## src/rtl/uart_rx_cfg.sv

```systemverilog
// Configurable UART receiver: 5..9 data bits, optional odd/even parity, 1 or 2 stop bits.
// Each bit is decided by a 3-sample majority vote around the bit centre; break frames are flagged.
module uart_rx_cfg #(
  parameter int CLKS_PER_BIT = 868,
  parameter int DATA_BITS    = 8,
  parameter int PARITY       = 0,
  parameter int STOP_BITS    = 1
) (
  input  logic                 clk,
  input  logic                 n_reset,
  input  logic                 rx,
  output logic [DATA_BITS-1:0] data,
  output logic                 valid,
  output logic                 parity_err,
  output logic                 frame_err,
  output logic                 break_det,
  output logic                 busy
);
  localparam int HALF = CLKS_PER_BIT / 2;
  localparam int CW   = $clog2(CLKS_PER_BIT);
  localparam int IW   = 4;

  typedef enum logic [2:0] {
    S_IDLE, S_START, S_DATA, S_PARITY, S_STOP, S_BRKWAIT
  } state_t;

  state_t               state_q;
  logic                 sync1_q, sync2_q, prev_q;
  logic [CW-1:0]        cnt_q;
  logic [IW-1:0]        idx_q;
  logic                 samp_a_q, samp_b_q;
  logic [DATA_BITS-1:0] shift_q;
  logic                 par_q, pe_acc_q, fe_acc_q, zero_q;
  logic [DATA_BITS-1:0] data_q;
  logic                 valid_q, perr_q, ferr_q, brk_q, busy_q;

  logic bit_mid, bit_end, maj;

  assign bit_mid = (cnt_q == CW'(HALF + 1));
  assign bit_end = (cnt_q == CW'(CLKS_PER_BIT - 1));
  assign maj     = (samp_a_q & samp_b_q) | (samp_a_q & sync2_q) | (samp_b_q & sync2_q);

  always_ff @(posedge clk or negedge n_reset) begin
    if (!n_reset) begin
      state_q  <= S_IDLE;
      sync1_q  <= 1'b1;
      sync2_q  <= 1'b1;
      prev_q   <= 1'b1;
      cnt_q    <= '0;
      idx_q    <= '0;
      samp_a_q <= 1'b1;
      samp_b_q <= 1'b1;
      shift_q  <= '0;
      par_q    <= 1'b0;
      pe_acc_q <= 1'b0;
      fe_acc_q <= 1'b0;
      zero_q   <= 1'b0;
      data_q   <= '0;
      valid_q  <= 1'b0;
      perr_q   <= 1'b0;
      ferr_q   <= 1'b0;
      brk_q    <= 1'b0;
      busy_q   <= 1'b0;
    end else begin
      sync1_q <= rx;
      sync2_q <= sync1_q;
      prev_q  <= sync2_q;
      valid_q <= 1'b0;
      perr_q  <= 1'b0;
      ferr_q  <= 1'b0;
      brk_q   <= 1'b0;
      if (state_q != S_IDLE && state_q != S_BRKWAIT)
        cnt_q <= bit_end ? '0 : cnt_q + 1'b1;
      if (cnt_q == CW'(HALF - 1)) samp_a_q <= sync2_q;
      if (cnt_q == CW'(HALF))     samp_b_q <= sync2_q;

      case (state_q)
        // The edge-detect cycle itself counts as bit count 0.
        S_IDLE: begin
          if (prev_q && !sync2_q) begin
            state_q  <= S_START;
            cnt_q    <= CW'(1);
            idx_q    <= '0;
            par_q    <= 1'b0;
            pe_acc_q <= 1'b0;
            fe_acc_q <= 1'b0;
            zero_q   <= 1'b1;
            busy_q   <= 1'b1;
          end
        end
        S_START: begin
          if (bit_mid && maj) begin
            state_q <= S_IDLE;
            cnt_q   <= '0;
            busy_q  <= 1'b0;
          end else if (bit_end) begin
            state_q <= S_DATA;
          end
        end
        S_DATA: begin
          if (bit_mid) begin
            shift_q <= {maj, shift_q[DATA_BITS-1:1]};
            par_q   <= par_q ^ maj;
            if (maj) zero_q <= 1'b0;
          end
          if (bit_end) begin
            if (idx_q == IW'(DATA_BITS - 1)) begin
              idx_q   <= '0;
              state_q <= (PARITY != 0) ? S_PARITY : S_STOP;
            end else begin
              idx_q <= idx_q + 1'b1;
            end
          end
        end
        S_PARITY: begin
          if (bit_mid) begin
            pe_acc_q <= (PARITY == 1) ? ~(par_q ^ maj) : (par_q ^ maj);
            if (maj) zero_q <= 1'b0;
          end
          if (bit_end) state_q <= S_STOP;
        end
        // The last stop bit reports as soon as it is decided, not at the bit end.
        S_STOP: begin
          if (bit_mid) begin
            if (idx_q == IW'(STOP_BITS - 1)) begin
              data_q  <= shift_q;
              valid_q <= 1'b1;
              perr_q  <= pe_acc_q;
              ferr_q  <= fe_acc_q | ~maj;
              cnt_q   <= '0;
              idx_q   <= '0;
              if (zero_q && !maj) begin
                brk_q   <= 1'b1;
                state_q <= S_BRKWAIT;
              end else begin
                state_q <= S_IDLE;
                busy_q  <= 1'b0;
              end
            end else begin
              fe_acc_q <= fe_acc_q | ~maj;
              if (maj) zero_q <= 1'b0;
            end
          end else if (bit_end) begin
            idx_q <= idx_q + 1'b1;
          end
        end
        S_BRKWAIT: begin
          if (sync2_q) begin
            state_q <= S_IDLE;
            busy_q  <= 1'b0;
          end
        end
        default: begin
          state_q <= S_IDLE;
          busy_q  <= 1'b0;
        end
      endcase
    end
  end

  assign data       = data_q;
  assign valid      = valid_q;
  assign parity_err = perr_q;
  assign frame_err  = ferr_q;
  assign break_det  = brk_q;
  assign busy       = busy_q;
endmodule

```

## config.mk

```make
export PLATFORM = sky130hd
export DESIGN_NAME = uart_rx_cfg
export DESIGN_NICKNAME = d
export VERILOG_FILES = /design/src/rtl/uart_rx_cfg.sv
export SDC_FILE = /design/constraint.sdc
export NUM_CORES = 1
export LEC_CHECK = 0
export CORE_MARGIN = 2
export CORE_UTILIZATION = 60
export CTS_CLUSTER_DIAMETER = 120
export DETAILED_ROUTE_END_ITERATION = 8
export PLACE_DENSITY = 0.81
export SKIP_CTS_REPAIR_TIMING = 1
export SLEW_MARGIN = 10
export SYNTH_ARGS = -nofsm -noshare
export SYNTH_HDL_FRONTEND = slang
export SYNTH_SLANG_ARGS = --single-unit
```

## constraint.sdc

```tcl
create_clock -name clk -period 4 [get_ports clk]
set_input_delay 0.8 -clock clk [delete_from_list [all_inputs] [get_ports clk]]
set_output_delay 0.8 -clock clk [all_outputs]
set_load 0.02 [all_outputs]
```

==> tab_implementation.tex <==
\begin{tabular}{lr}
\hline
Metric & Value \\
\hline
\multicolumn{2}{l}{\textbf{Place}} \\
Weighted congestion at the end of routability-driven global placement & 1.003 \\
Instance area at placement & 2641 um\^{}2 \\
Cells after DPL & 285 \\
HPWL after DPL & 3.435 mm \\
Worst setup slack before clock tree synthesis & 1644 ps \\
Number of port buffers & 15 \\
\multicolumn{2}{l}{\textbf{Routing}} \\
First-pass iteration count of the detailed router & 8 \\
Average wire per standard cell & 16.49 um \\
Number of vias per cell & 6.171 \\
Via count & 1808 \\
DRC violation count after routing & 1 \\
Detail Route Antenna Nets & 0 \\
Final wirelength & 4.832 mm \\
DR iter-0 viols & 212 \\
\multicolumn{2}{l}{\textbf{STA}} \\
Rel. slew slack & 34.04\% \\
Number of failing hold endpoints at the final stage & 0 \\
Count of final setup violators & 0 \\
Slew Limit Fails & 0 \\
Clock skew after layout & 6.172 ps \\
Setup Total Neg Slack & 0 ps \\
Max Clock Freq & 416.2 MHz \\
Worst Slack Setup Final & 1597 ps \\
Tmin final & 2403 ps \\
Transition time at the pin with the least slew margin & 989.3 ps \\
Fin Hold WS & 363.7 ps \\
Unrepaired setup endpoints after global routing & no \\
Final critical-path share of the clock period & 60.06\% \\
\multicolumn{2}{l}{\textbf{Setup path}} \\
CP startpoint kind & register \\
Worst R2R End & state\_q[0] \\
Buffer and inverter count on the worst path & 0 \\
FF-to-FF Start & cnt\_q[0] \\
Longest individual stage delay on the worst path & 450 ps \\
CP startpoint & cnt\_q[0] \\
Flop2flop setup slack & 1600 ps \\
Data required time of the worst path & 4180 ps \\
Setup CP Type & register to register \\
Category of the worst setup path capture point & register \\
Cell depth of the worst flop-to-flop path & 6 \\
CP max stage cell & dfrtp\_1 \\
Maximum fanout count along the critical path & 6 \\
Critical path's top delay family & simple AND/OR/NAND/NOR gates \\
Critical path cell sequence & ha\_1, nand4bb\_1, nor3\_2, o221ai\_1, a211oi\_2, mux2\_1 \\
Data arrival time of the critical path & 2590 ps \\
\multicolumn{2}{l}{\textbf{CTS}} \\
Clock sink total & 47 \\
Clk root buf & clkbuf\_8 \\
Cts bufs inserted & 5 \\
Clock tree from TritonCTS & built \\
Buffers from clock root to sink, at most & 2 \\
Htree depth & 2 \\
Clock insertion delay at the later pin of the skew report & 290 ps \\
Clock-pin slew of the registers on the worst-case setup and hold paths & 90 ps \\
\multicolumn{2}{l}{\textbf{Synth}} \\
Proportion of synthesized chip area in sequential cells & 47.97\% \\
\#FFs+latches synth & 47 \\
Share of synthesized flip-flops with an asynchronous set or reset & 100.0\% \\
Number of enable flip-flop cells after synthesis & 0 \\
Synth unique cells & 52 \\
Syn Inst Count & 225 \\
Average size of a mapped cell & 10.95 um\^{}2 \\
Synth Flop Type & dfrtp\_1 \\
Synthesized Nets & 233 \\
YS warnings & 0 \\
Synth Cell Area & 2465 um\^{}2 \\
\multicolumn{2}{l}{\textbf{GRT}} \\
Number of global-route vias before repair & 1724 \\
Global-route wire length before repair & 8.148 mm \\
Total global routing track utilization & 23.37\% \\
Number of antenna violations at the first check in global routing & 0 \\
Pin count of the biggest net entering global routing & 48 \\
Total congestion overflow after global routing & 0 \\
\multicolumn{2}{l}{\textbf{Outcome}} \\
Violations in the final reports & design-rule violations \\
Run status & complete, but fails checks \\
\multicolumn{2}{l}{\textbf{Finish}} \\
Antenna diode count & 0 \\
Number of cells in the finished layout apart from fillers & 293 \\
Number of filler instances in the final layout & 292 \\
Most used cells in the layout excluding fill and tap cells & dfrtp\_1, nor2\_1, mux2\_2 \\
Area growth, synth to finish & 11.73\% \\
Net count reported at finish & 250 \\
Final instance area & 2754 um\^{}2 \\
Layout cell share with drive strength beyond 1 & 17.28\% \\
Most frequent standard cell in the layout excluding fill and tap cells & dfrtp\_1 \\
\multicolumn{2}{l}{\textbf{Die}} \\
I/O pin count & 16 \\
Die footprint & 4637 um\^{}2 \\
Placeable core region & 3971 um\^{}2 \\
Row count & 23 \\
Die W & 68.10 um \\
Die height & 68.10 um \\
Initial standard-cell utilization of the core & 62.07\% \\
\multicolumn{2}{l}{\textbf{Worst hold path}} \\
Hold Startpoint & sync1\_q \\
Hold Crit Endpoint & sync2\_q \\
HP Class & register to register \\
Cells on Worst Hold Path & 0 \\
\multicolumn{2}{l}{\textbf{Run}} \\
Max-cap check violation count & 0 \\
\multicolumn{2}{l}{\textbf{Pwr}} \\
Pwr dens & 427.3 nW/um\^{}2 \\
Leakage & 0.001217 uW \\
Worst-case vdd ir drop & 0.2557 mV \\
\hline
\end{tabular}
worst max-delay path by stage:
stage                 endpoint  slack, ps  cells past startpoint
finish              state_q[0]       1600                      6
global route        state_q[0]       1360                      6
CTS                 state_q[0]       1630                      6
detailed placement  state_q[0]       1640                      6
global placement    state_q[0]       1680                      6
floorplan           state_q[0]       1880                      6
cells in the mapped netlist, types with 4 or more instances:
cell | n | area share [%]
dfrtp_1 | 42 | 43
nor2_1 | 21 | 3.2
mux2_2 | 17 | 7.8
nand2_1 | 14 | 2.1
a21oi_1 | 10 | 2.0
inv_1 | 8 | 1.2
nand3_1 | 7 | 1.4
nand2b_1 | 6 | 1.5
xor2_1 | 6 | 2.1
a21o_1 | 5 | 1.5
dfstp_2 | 5 | 5.3
ha_1 | 5 | 2.5
nand4_1 | 5 | 1.3
nor3_1 | 5 | 1.0
o31ai_1 | 5 | 1.5
and3_1 | 4 | 1.0
buf_2 | 4 | 0.81
nor3b_1 | 4 | 1.2
power breakdown:
| part | internal (uW) | switching, uW | total [uW] |
|---|---|---|---|
| clock network | 186 | 159 | 345 |
| registers | 503 | 49.8 | 553 |
| logic | 117 | 162 | 279 |
metal layers:
metal | wire [um] | track usage (%) | up-vias
li1 | - | - | 859
met1 | 2227 | 33.51 | 892
met2 | 2308 | 36.65 | 53
met3 | 252 | 4.934 | 4
met4 | 44 | 5.000 | 0
met5 | 0 | 0 | -
final cells by class:
class	count	area, um^2	share of cell area [%]
clock buffers	5	68.82	2.499
well taps	50	62.56	2.272
clock inverters	3	43.79	1.590
repair buffers	16	152.6	5.543
inverters	8	30.03	1.090
flip-flops and latches	47	1182	42.93
multi-input cells	164	1214	44.07
kinds of logic after synthesis:
group / Yosys count / share of synthesized area [%]
AOI/OAI and AO/OA: 44 / 14.26
and+or+nand+nor: 84 / 19.39
adders and majority gates: 6 / 2.944
muxes: 21 / 9.441
xor gates and xnor gates: 9 / 3.198
DFF: 47 / 47.97
buffers and inverters: 14 / 2.792
worst reg2reg max path: stages (launching register included):
cell and delay (ps):
dfrtp_1 450, ha_1 300, nand4bb_1 300, nor3_2 420
o221ai_1 260, a211oi_2 240, mux2_1 340
registers in the layout (all words and copies together) (netlist names), 3 cells and up:
register  count
state_q       3
shift_q       8
idx_q         4
data          8
cnt_q        10
stage by stage:
stage               power [uW]  util (%)
finish                    1177     69.34
global route              1241     69.34
CTS                       1178     69.34
detailed placement       835.5     66.51
global placement         835.7     66.51
floorplan                779.3         -
(Power assumes the default switching activity.)
